### src/rtl/keypad_pkg.sv
// Shared constants, state/result encodings and the row/column to key-code map
// for the keypad event scanner.
package keypad_pkg;

   localparam logic [3:0] KEY_STAR  = 4'd10;
   localparam logic [3:0] KEY_HASH  = 4'd11;

   localparam logic [2:0] COL_LEFT  = 3'b001;
   localparam logic [2:0] COL_MID   = 3'b010;
   localparam logic [2:0] COL_RIGHT = 3'b100;

   typedef enum logic [1:0] {
      ST_IDLE,
      ST_PRESS_CHK,
      ST_PRESSED,
      ST_RELEASE_CHK
   } db_state_e;

   typedef enum logic [1:0] {
      FR_NONE,
      FR_SINGLE,
      FR_MULTI
   } frame_res_e;

   // Rows 0..2 carry the digit grid; row 3 is '*', '0', '#'.
   function automatic logic [3:0] key_code_of(input logic [1:0] col_idx,
                                              input logic [1:0] row_idx);
      logic [3:0] code;
      if (row_idx == 2'd3) begin
         case (col_idx)
            2'd0:    code = KEY_STAR;
            2'd1:    code = 4'd0;
            default: code = KEY_HASH;
         endcase
      end else begin
         code = {2'b00, row_idx} * 4'd3 + {2'b00, col_idx} + 4'd1;
      end
      return code;
   endfunction

endpackage

### src/rtl/keypad_event_scanner_if.sv
// Keypad pins plus the event handshake towards the game FSM.
interface keypad_event_scanner_if;
   logic [3:0] key_row;
   logic [2:0] key_col;
   logic       key_valid;
   logic       key_ready;
   logic [3:0] key_code;
   logic       key_held;
   logic       key_drop;

   modport master (
      input  key_row, key_ready,
      output key_col, key_valid, key_code, key_held, key_drop
   );

   modport slave (
      output key_row, key_ready,
      input  key_col, key_valid, key_code, key_held, key_drop
   );
endinterface

### src/rtl/keypad_col_scan.sv
// Column prescaler/rotation and per-frame accumulation of active row bits.
// Frame result is combinational on the cycle frame_end is high.
module keypad_col_scan
   import keypad_pkg::*;
#(
   parameter int SCAN_DIV = 12500
) (
   input  logic       clk,
   input  logic       rst,
   input  logic [3:0] row_sync,
   output logic [2:0] key_col,
   output logic       frame_end,
   output logic       frame_none,
   output logic       frame_multi,
   output logic [3:0] frame_code
);
   localparam int            CW   = (SCAN_DIV > 1) ? $clog2(SCAN_DIV) : 1;
   localparam logic [CW-1:0] LAST = CW'(SCAN_DIV - 1);

   logic [CW-1:0] div_q, div_d;
   logic [2:0]    col_q, col_d;
   logic [1:0]    hits_q, hits_d;
   logic [3:0]    code_q, code_d;
   logic          slot_end;
   logic [1:0]    col_idx;
   logic [2:0]    row_hits;
   logic [3:0]    row_code;
   logic [2:0]    sum;
   logic [3:0]    row_code_g [4];

   assign slot_end = (div_q == LAST);

   always_comb begin
      case (col_q)
         COL_MID:   col_idx = 2'd1;
         COL_RIGHT: col_idx = 2'd2;
         default:   col_idx = 2'd0;
      endcase
   end

   generate
      for (genvar gi = 0; gi < 4; gi++) begin : g_row
         assign row_code_g[gi] = key_code_of(col_idx, 2'(gi));
      end
   endgenerate

   always_comb begin
      row_hits = '0;
      row_code = '0;
      for (int r = 3; r >= 0; r--) begin
         if (row_sync[r]) begin
            row_hits = row_hits + 3'd1;
            row_code = row_code_g[r];
         end
      end
   end

   // Hit count saturates at 2: anything beyond one key is ghosting anyway.
   assign sum         = {1'b0, hits_q} + row_hits;
   assign frame_end   = slot_end && (col_q == COL_RIGHT);
   assign frame_none  = (sum == 3'd0);
   assign frame_multi = (sum >= 3'd2);
   assign frame_code  = (row_hits == 3'd1) ? row_code : code_q;
   assign key_col     = col_q;

   always_comb begin
      div_d  = slot_end ? '0 : div_q + CW'(1);
      col_d  = col_q;
      hits_d = hits_q;
      code_d = code_q;
      if (slot_end) begin
         case (col_q)
            COL_LEFT: col_d = COL_MID;
            COL_MID:  col_d = COL_RIGHT;
            default:  col_d = COL_LEFT;
         endcase
         if (col_q == COL_RIGHT) begin
            hits_d = '0;
            code_d = '0;
         end else begin
            hits_d = frame_multi ? 2'd2 : sum[1:0];
            code_d = frame_code;
         end
      end
   end

   always_ff @(posedge clk or negedge rst) begin
      if (!rst) begin
         div_q  <= '0;
         col_q  <= COL_LEFT;
         hits_q <= '0;
         code_q <= '0;
      end else begin
         div_q  <= div_d;
         col_q  <= col_d;
         hits_q <= hits_d;
         code_q <= code_d;
      end
   end

endmodule

### src/rtl/keypad_event_scanner.sv
// Keypad scanner top: row synchroniser, frame debouncer and one-entry event buffer.
// Optional KEYPAD_AUTOREPEAT_EN re-emits a held key every REPEAT_FRAMES frames.
module keypad_event_scanner
   import keypad_pkg::*;
#(
   parameter int SCAN_DIV       = 12500,
   parameter int DEBOUNCE_SCANS = 4,
   parameter int REPEAT_FRAMES  = 250
) (
   input  logic                          clk,
   input  logic                          rst,
   keypad_event_scanner_if.master        kif
);
   localparam int DCW = $clog2(DEBOUNCE_SCANS + 1);

   logic [3:0]     sync1_q, sync2_q;
   logic           frame_end, frame_none, frame_multi;
   logic [3:0]     frame_code;
   frame_res_e     fres;
   db_state_e      state_q, state_d;
   logic [3:0]     cand_q, cand_d;
   logic [DCW-1:0] dcnt_q, dcnt_d;
   logic           emit_q, emit_d;
   logic           valid_q, valid_d, drop_q, drop_d, take;
   logic [3:0]     out_code_q, out_code_d;

`ifdef KEYPAD_AUTOREPEAT_EN
   localparam int RW = $clog2(REPEAT_FRAMES + 1);
   logic [RW-1:0] rep_q, rep_d;
   logic          rep_due;
   assign rep_due = (int'(rep_q) + 1 >= REPEAT_FRAMES);
`else
   logic unused_repeat_frames;
   assign unused_repeat_frames = ^REPEAT_FRAMES;
`endif

   keypad_col_scan #(.SCAN_DIV(SCAN_DIV)) u_col_scan (
      .clk         (clk),
      .rst         (rst),
      .row_sync    (sync2_q),
      .key_col     (kif.key_col),
      .frame_end   (frame_end),
      .frame_none  (frame_none),
      .frame_multi (frame_multi),
      .frame_code  (frame_code)
   );

   assign fres = frame_none ? FR_NONE : (frame_multi ? FR_MULTI : FR_SINGLE);

   always_comb begin
      state_d = state_q;
      cand_d  = cand_q;
      dcnt_d  = dcnt_q;
      emit_d  = 1'b0;
`ifdef KEYPAD_AUTOREPEAT_EN
      rep_d   = (state_q == ST_PRESSED || state_q == ST_RELEASE_CHK) ? rep_q : '0;
`endif
      if (frame_end) begin
         case (state_q)
            ST_IDLE: begin
               if (fres == FR_SINGLE) begin
                  cand_d = frame_code;
                  dcnt_d = DCW'(1);
                  if (DEBOUNCE_SCANS == 1) begin
                     emit_d  = 1'b1;
                     state_d = ST_PRESSED;
                  end else begin
                     state_d = ST_PRESS_CHK;
                  end
               end
            end
            ST_PRESS_CHK: begin
               if (fres == FR_SINGLE && frame_code == cand_q) begin
                  dcnt_d = dcnt_q + DCW'(1);
                  if (int'(dcnt_q) + 1 >= DEBOUNCE_SCANS) begin
                     emit_d  = 1'b1;
                     state_d = ST_PRESSED;
                  end
               end else begin
                  state_d = ST_IDLE;
               end
            end
            ST_PRESSED: begin
               if (fres == FR_NONE) begin
                  dcnt_d  = DCW'(1);
                  state_d = (DEBOUNCE_SCANS == 1) ? ST_IDLE : ST_RELEASE_CHK;
               end else begin
`ifdef KEYPAD_AUTOREPEAT_EN
                  if (rep_due) begin
                     emit_d = 1'b1;
                     rep_d  = '0;
                  end else begin
                     rep_d  = rep_q + RW'(1);
                  end
`endif
               end
            end
            default: begin
               // A bounce during release returns to PRESSED without a new event.
               if (fres == FR_NONE) begin
                  dcnt_d = dcnt_q + DCW'(1);
                  if (int'(dcnt_q) + 1 >= DEBOUNCE_SCANS) state_d = ST_IDLE;
               end else begin
                  state_d = ST_PRESSED;
               end
            end
         endcase
      end
   end

   // cand_q cannot change the cycle after an emit, so it is the event code.
   always_comb begin
      take       = valid_q & kif.key_ready;
      valid_d    = valid_q;
      out_code_d = out_code_q;
      drop_d     = 1'b0;
      if (emit_q) begin
         if (!valid_q || take) begin
            valid_d    = 1'b1;
            out_code_d = cand_q;
         end else begin
            drop_d     = 1'b1;
         end
      end else if (take) begin
         valid_d = 1'b0;
      end
   end

   always_ff @(posedge clk or negedge rst) begin
      if (!rst) begin
         sync1_q    <= '0;
         sync2_q    <= '0;
         state_q    <= ST_IDLE;
         cand_q     <= '0;
         dcnt_q     <= '0;
         emit_q     <= 1'b0;
         valid_q    <= 1'b0;
         drop_q     <= 1'b0;
         out_code_q <= '0;
      end else begin
         sync1_q    <= kif.key_row;
         sync2_q    <= sync1_q;
         state_q    <= state_d;
         cand_q     <= cand_d;
         dcnt_q     <= dcnt_d;
         emit_q     <= emit_d;
         valid_q    <= valid_d;
         drop_q     <= drop_d;
         out_code_q <= out_code_d;
      end
   end

`ifdef KEYPAD_AUTOREPEAT_EN
   always_ff @(posedge clk or negedge rst) begin
      if (!rst) rep_q <= '0;
      else      rep_q <= rep_d;
   end
`endif

   assign kif.key_valid = valid_q;
   assign kif.key_code  = out_code_q;
   assign kif.key_drop  = drop_q;
   assign kif.key_held  = (state_q == ST_PRESSED) || (state_q == ST_RELEASE_CHK);

endmodule

### src/flat_wrapper.sv
// flat-port wrapper written by rule: the top's interface ports become plain ports
module keypad_event_scanner_flat import keypad_pkg::*;
#(
   parameter int SCAN_DIV       = 12500,
   parameter int DEBOUNCE_SCANS = 4,
   parameter int REPEAT_FRAMES  = 250
)
  (clk, rst, kif_key_row, kif_key_ready, kif_key_col, kif_key_valid, kif_key_code, kif_key_held, kif_key_drop);
  keypad_event_scanner_if kif_i ();
  input  logic clk;
  input  logic rst;
  input wire logic [$bits(kif_i.key_row)-1:0] kif_key_row;
  input wire logic [$bits(kif_i.key_ready)-1:0] kif_key_ready;
  output wire logic [$bits(kif_i.key_col)-1:0] kif_key_col;
  output wire logic [$bits(kif_i.key_valid)-1:0] kif_key_valid;
  output wire logic [$bits(kif_i.key_code)-1:0] kif_key_code;
  output wire logic [$bits(kif_i.key_held)-1:0] kif_key_held;
  output wire logic [$bits(kif_i.key_drop)-1:0] kif_key_drop;
  assign kif_i.key_row = kif_key_row;
  assign kif_i.key_ready = kif_key_ready;
  assign kif_key_col = kif_i.key_col;
  assign kif_key_valid = kif_i.key_valid;
  assign kif_key_code = kif_i.key_code;
  assign kif_key_held = kif_i.key_held;
  assign kif_key_drop = kif_i.key_drop;
  keypad_event_scanner #(.SCAN_DIV(SCAN_DIV), .DEBOUNCE_SCANS(DEBOUNCE_SCANS), .REPEAT_FRAMES(REPEAT_FRAMES)) u_core (.clk(clk), .rst(rst), .kif(kif_i));
endmodule
### config.mk
export PLATFORM = sky130hd
export DESIGN_NAME = keypad_event_scanner_flat
export DESIGN_NICKNAME = d
export VERILOG_FILES = /design/src/rtl/keypad_pkg.sv /design/src/rtl/keypad_event_scanner_if.sv /design/src/rtl/keypad_col_scan.sv /design/src/rtl/keypad_event_scanner.sv /design/src/flat_wrapper.sv
export SDC_FILE = /design/constraint.sdc
export NUM_CORES = 1
export LEC_CHECK = 0
export CAP_MARGIN = 25
export CORE_ASPECT_RATIO = 1.75
export CORE_MARGIN = 8
export CORE_UTILIZATION = 35
export CTS_CLUSTER_DIAMETER = 80
export DETAILED_ROUTE_END_ITERATION = 6
export GPL_ROUTABILITY_DRIVEN = 1
export PLACE_DENSITY = 0.61
export SLEW_MARGIN = 20
export SYNTH_ARGS = -nofsm -noshare
export SYNTH_HDL_FRONTEND = slang
export SYNTH_HIERARCHICAL = 1
export SYNTH_SLANG_ARGS = --single-unit
### constraint.sdc
create_clock -name clk -period 7.9 [get_ports clk]
set_input_delay 1.58 -clock clk [delete_from_list [all_inputs] [get_ports clk]]
set_output_delay 1.58 -clock clk [all_outputs]
set_load 0.05 [all_outputs]
* After elaboration in Yosys (flattened, before gate mapping)
Index checks and enable logic that the tools add are counted.
** Word-level totals
- Output and inout port bits :: 10
- Input port bits :: 7
- RAM bits :: 0
- Latch bits :: 0
- Word-level logic and storage cells :: 100
- Memories :: 0
- ROM bits :: 0
- Flip-flop bits (word level) :: 47
** Operators by class
- Equality and inequality tests :: 17
- Reductions and logical operators :: 16
- $lt $le $gt $ge :: 2
- Div/mod/pow operators :: 0
- Add/sub/neg operators :: 12
- Shifts and indexed selects :: 0
- Multiplexer cells :: 39
- Multiply operators :: 0
- Bitwise operators :: 1
** Operators by type and width (count)
- 32-bit by 4-bit greater-or-equal comparator with 1-bit output, second input constant :: 1
- 4-bit two-way mux :: 6
- 3-bit two-way mux :: 7
- 2-bit two-way mux :: 10
- 14-bit by 1-bit adder with 14-bit output, second input constant :: 1
- 14-bit equality test, second input constant :: 1
- 14-bit two-way mux :: 1
- 3-bit by 1-bit adder with 3-bit output, second input constant :: 4
- 1-bit two-way mux :: 10
- 5-bit AND reduction :: 2
- 3-bit one-hot mux with 3 select lines :: 1
- 3-bit by 1-bit adder with 4-bit output, second input constant :: 2
- 4-bit one-hot mux with 2 select lines :: 1
- 2-bit by 1-bit equality test with 1-bit output, second input constant :: 3
- 3-bit by 1-bit equality test with 1-bit output, second input constant :: 2
- 2-bit zero test :: 3
- 2-bit by 1-bit inequality test with 1-bit output, second input constant :: 3
- 2-bit one-hot mux with 3 select lines :: 1
- 3-bit one-hot mux with 2 select lines :: 1
- 5-bit by 4-bit inequality test with 1-bit output, second input constant :: 1
- 3-bit by 2-bit adder with 4-bit output, first input constant :: 1
- 4-bit by 1-bit adder with 4-bit output, second input constant :: 1
- 2-bit equality test, second input constant :: 2
- 4-bit equality test :: 1
- 18 further kinds :: 21

* Logic depth before layout (Yosys ltp)
- Word-level depth :: 16
- Gate-level depth with buffers :: 17

* Cells and area by module
Netlist, hierarchy kept.
** By module, submodules not included
- keypad_col_scan :: cells an instance 148, sequential area each 576.8 um^2, area each 1406.3 um^2, times used 1
- keypad_event_scanner :: cells an instance 86, sequential area each 600.6 um^2, area each 1107.3 um^2, times used 1

* Least setup slack after synthesis
Ideal clock, no wire load.
- Path type :: reg-to-reg
- Start :: reg u_core.sync2_q[2]
- End :: reg u_core.state_q[0]
- Arrival :: 3339 ps
- Slack :: 4436 ps
- Library setup time :: 125 ps
- Data required time :: 7775 ps
- Stages on the path, launching flop included :: 16
- Cells stage by stage :: dfrtp_1 > inv_1 > ha_1 > xor2_1 > ha_1 > nand2_1 > o31a_1 > fa_1 > xnor2_1 > xnor2_1 > nand2_1 > nor2_1 > nand2b_1 > nand3_1 > a21oi_2 > mux2_4
** Between the ends
- Longest elaborated chain between the ends :: 13
- Elaborated cells between the ends (all ways) :: 27
** RTL lines
- from (decl) :: line keypad_event_scanner.sv:16 : logic [3:0] sync1_q, sync2_q;
- from (signal assigned) :: line keypad_event_scanner.sv:142 : sync2_q <= sync1_q;
- 3-bit two-way mux (*) :: line keypad_col_scan.sv:51 : if (row_sync[r]) begin
- 3-bit by 1-bit adder with 3-bit output :: line keypad_col_scan.sv:52 : row_hits = row_hits + 3'd1;
- 3-bit two-way mux (*) :: line keypad_col_scan.sv:51
- 3-bit by 1-bit adder with 3-bit output :: line keypad_col_scan.sv:52
- 3-bit two-way mux (*) :: line keypad_col_scan.sv:51
- 2-bit by 3-bit adder with 3-bit output (*) :: line keypad_col_scan.sv:59 : assign sum = {1'b0, hits_q} + row_hits;
- 3-bit by 2-bit greater-or-equal comparator with 1-bit output (*) :: line keypad_col_scan.sv:62 : assign frame_multi = (sum >= 3'd2);
- net u_core.frame_multi :: line keypad_event_scanner.sv:17 : logic frame_end, frame_none, frame_multi;
- 2-bit two-way mux (*) (2 in a row) :: line keypad_event_scanner.sv:48 : assign fres = frame_none ? FR_NONE : (frame_multi ? FR_MULTI : FR_SINGLE);
- 2-bit by 1-bit equality test with 1-bit output :: line keypad_event_scanner.sv:61, keypad_event_scanner.sv:73
- 1-bit logical AND :: line keypad_event_scanner.sv:73 : if (fres == FR_SINGLE && frame_code == cand_q) begin
- 3-bit inequality test (no source line) or 2-bit two-way mux (tied branches)
- 5-bit AND reduction (no source line) or 2-bit one-hot mux with 3 select lines (tied branches)
- to (signal assigned) :: line keypad_event_scanner.sv:143 : state_q <= state_d;
- to (decl) :: line keypad_event_scanner.sv:20 : db_state_e state_q, state_d;
Mark *: on every way through the listed nets, which the timed path passes. The rest lies on a longest branch.
A chain may end at the register's enable or synchronous reset.

* Final worst setup path
Ends and elaborated chain as after synthesis.

==> impl_metrics.env <==
export IMPL_status="completed"
export IMPL_rsz0062_at_grt="no"
export IMPL_ctsHoldBuffers=0
export IMPL_total_power_uw=533
export IMPL_path_max_fanout=6
export IMPL_clk_path_buf_depth=2
export IMPL_routed_wl_mm=4.93
export IMPL_vias=1747
export IMPL_detail_route_vias_per_cell=5.12
export IMPL_hpwlAfterDp_mm=3.80
export IMPL_synth_xor_area_share_pct=7.62
export IMPL_root_buffer="clkbuf_16"
export IMPL_crit_slowest_cell="dfrtp_1"
export IMPL_globalplace_congestion=0.839
export IMPL_maxCapViolCount=0
export IMPL_placed_area_um2=2810
export IMPL_finalNonFillerCells=341
export IMPL_yosys_most_used_dff="dfrtp_1"
export IMPL_hp_start="u_core/sync1_q[1]"
export IMPL_synth_nets=253
export IMPL_start_util_pct=35.5
export IMPL_first_global_vias=1762
export IMPL_grt_max_degree=19
export IMPL_finalSetupTns_ps=0
export IMPL_h_tree_depth=2
export IMPL_tightestPinTransition_ps=618
export IMPL_synth_cell_type_count=61
export IMPL_p_leak_nw=1.29
export IMPL_muxShareOfSynthArea_pct=6.67
export IMPL_drc=0
export IMPL_wl_per_cell_um=14.4
export IMPL_grt_ovfl_total=0
export IMPL_synth_fa_ha_area_share_pct=6.27
export IMPL_power_switching_uw=116
export IMPL_coreArea_um2=7080
export IMPL_row_count=41
export IMPL_async_reset_ff_share_pct=100
export IMPL_syn_inst=234
export IMPL_insertion_delay_ps=290
export IMPL_ir_worst_vdd_uv=83.7
export IMPL_drt_pass1_iter_count=5
export IMPL_synth_cell_area_um2=2510
export IMPL_grt_use_total_pct=10.8
export IMPL_cpPeakStageDelay_ps=420
export IMPL_hold_end="u_core/sync2_q[1]"
export IMPL_layout_common_cells="dfrtp_1 (46), nor2_1 (20), nand2_1 (20)"
export IMPL_ant_nets=0
export IMPL_layout_nets=273
export IMPL_cp_required_ps=8080
export IMPL_skew_ps=5.98
export IMPL_synth_edf_count=0
export IMPL_cts_tree="done"
export IMPL_pwr_share_seq_pct=46.0
export IMPL_cts_made_buffers=5
export IMPL_synthSimpleGateAreaFrac_pct=18.8
export IMPL_post_route_min_period_ps=3860
export IMPL_syn_avg_cell_area_um2=10.7
export IMPL_p_per_area_nw_per_um2=179
export IMPL_yosysWarningCount=6
export IMPL_swShare_pct=21.7
export IMPL_ios=17
export IMPL_synth_top_family_by_area="simple AND/OR/NAND/NOR gates"
export IMPL_grt_pass1_wl_mm=8.56
export IMPL_die_h_um=128
export IMPL_p_int_uw=418
export IMPL_clkPwrFrac_pct=46.2
export IMPL_hp_class="reg -> reg"
export IMPL_worst_setup_path_type="reg -> reg"
export IMPL_crit_buf_inv=1
export IMPL_ys_ff_latch=47
export IMPL_crit_arrival_ps=4030
export IMPL_post_route_period_util_pct=48.8
export IMPL_dieArea_um2=10300
export IMPL_timing_fmax_ghz=0.259
export IMPL_cp_cell_sequence="inv_1, ha_1, xor2_1, ha_1, nand2_1, o31a_1, fa_1, xnor2_1, xnor2_1, nand2_1, nor2_1, nand2b_1, nand3_1, a21oi_2, mux2_4"
export IMPL_cts_sinks=47
export IMPL_rrSetupSlack_ps=4040
export IMPL_end_kind="flop"
export IMPL_fp_dieW_um=80.1
export IMPL_dp_cells=333
export IMPL_r2r_start="u_core/sync2_q[2]"
export IMPL_final_area_um2=2980
export IMPL_yosysTopAreaCellShare_pct=45.8
export IMPL_antenna_found_initial=0
export IMPL_synth_seq_area_share_pct=46.8
export IMPL_cts_resized=0
export IMPL_clk_pin_slew_worst_paths_ps=60
export IMPL_num_antenna_cells=0
export IMPL_timing_rr_end="u_core/state_q[0]"
export IMPL_timing_hold_violations_final=0
export IMPL_start_kind="flop"
export IMPL_drive_gt1_share_pct=16.1
export IMPL_reg2regPathDepth=15
export IMPL_worst_hold_path_num_cells=0
export IMPL_setup_viol=0
export IMPL_final_common_cell="dfrtp_1"
export IMPL_combPwrFrac_pct=7.8
export IMPL_port_buffers=16
export IMPL_drv_slew=0
export IMPL_synth_compound_area_share_pct=10.8
export IMPL_postCtsSetupRepairBufs=0
export IMPL_yosysTopAreaCell="dfrtp_1"
export IMPL_syn_to_final_growth_pct=18.7
export IMPL_crit_family="adder cells"
export IMPL_synth_area_top_cells="dfrtp_1 (46%), ha_1 (5.5%), xnor2_1 (4.5%)"
export IMPL_slew_headroom_pct=58.7
export IMPL_dr_first_iter_drc_count=53
layer usage:
layer	vias to the layer above	GRT usage (%)	wire length, um
met2	31	18.7	2750
met4	0	7.65	204
li1	861	-	-
met3	13	2.11	113
met5	-	0	0
met1	842	11.0	1860
per-stage QoR:
| stage | utilization (%) | hold slack [ps] | setup slack [ps] |
|---|---|---|---|
| after floorplan | - | 331 | 4440 |
| after global placement | 38.9 | 335 | 4080 |
| after detailed placement | 39.7 | 341 | 4040 |
| after CTS | 42.1 | 351 | 4020 |
| after global routing | 42.1 | 364 | 3840 |
| final | 42.1 | 348 | 4040 |
cells in the mapped netlist, types with 2 or more instances:
cell,instances
mux2_2,10
o311ai_0,2
ha_1,11
a22o_1,2
nand2b_1,3
o2bb2ai_1,3
xnor2_1,13
nor2_1,20
and3_1,2
nor3b_1,2
and2_2,2
dfrtp_1,46
o21ai_0,9
a21oi_1,2
mux2i_1,4
nand2_1,20
nand4_1,5
a31oi_1,2
buf_2,3
clkbuf_1,2
inv_1,14
nand3_1,12
xor2_1,7
layout make-up:
type | instances | area [um^2]
clock buffers | 6 | 139
clock inverters | 2 | 35.0
multi-input cells | 168 | 1260
flip-flops and latches | 47 | 1180
well taps | 86 | 108
inverters | 14 | 52.6
repair buffers | 18 | 210
fillers | 693 | 4100
worst register-to-register path, delay by kind of cell, from the launching register on:
kind	cells	cell delay (ps)
compound gates	2	380
xor+xnor	3	530
simple gates	5	920
mux	1	310
fa+ha+maj	3	1070
buf+inv	1	100
flops	1	420
state kept, by name (all words and copies together) (netlist names), 3 cells and up:
name,flops
u_core/cand_q,4
u_core/u_col_scan/div_q,14
u_core/kif.key_code,4
u_core/sync2_q,4
u_core/u_col_scan/key_col,3
u_core/u_col_scan/code_q,4
u_core/dcnt_q,3
u_core/sync1_q,4
kinds of logic (layout without fill, tap and decap cells):
logic type,Yosys count,count (layout)
flops,47,47
xor+xnor,21,21
compound gates,35,35
fa+ha+maj,12,12
buf+inv,19,40
simple gates,85,85
mux,15,15
power groups by stage:
stage                     Combinational [mW]  Clock, mW  Sequential (mW)
final                                 0.0417      0.246            0.245
after floorplan                       0.0273          0            0.248
after CTS                             0.0424      0.254            0.245
after detailed placement              0.0420          0            0.250
after global routing                  0.0462      0.264            0.246
after global placement                0.0385          0            0.250
worst max path at each step:
stage	depth (start not counted)	startpoint	slack, ps	end
final	15	u_core/sync2_q[2]	4040	u_core/state_q[0]
after global routing	16	u_core/sync2_q[2]	3840	u_core/dcnt_q[0]
after CTS	15	u_core/sync2_q[2]	4020	u_core/state_q[0]
after detailed placement	15	u_core/sync2_q[2]	4040	u_core/state_q[0]
after global placement	15	u_core/sync2_q[2]	4080	u_core/state_q[0]
after floorplan	15	u_core/sync2_q[2]	4440	u_core/state_q[0]
(Power assumes the default switching activity.)
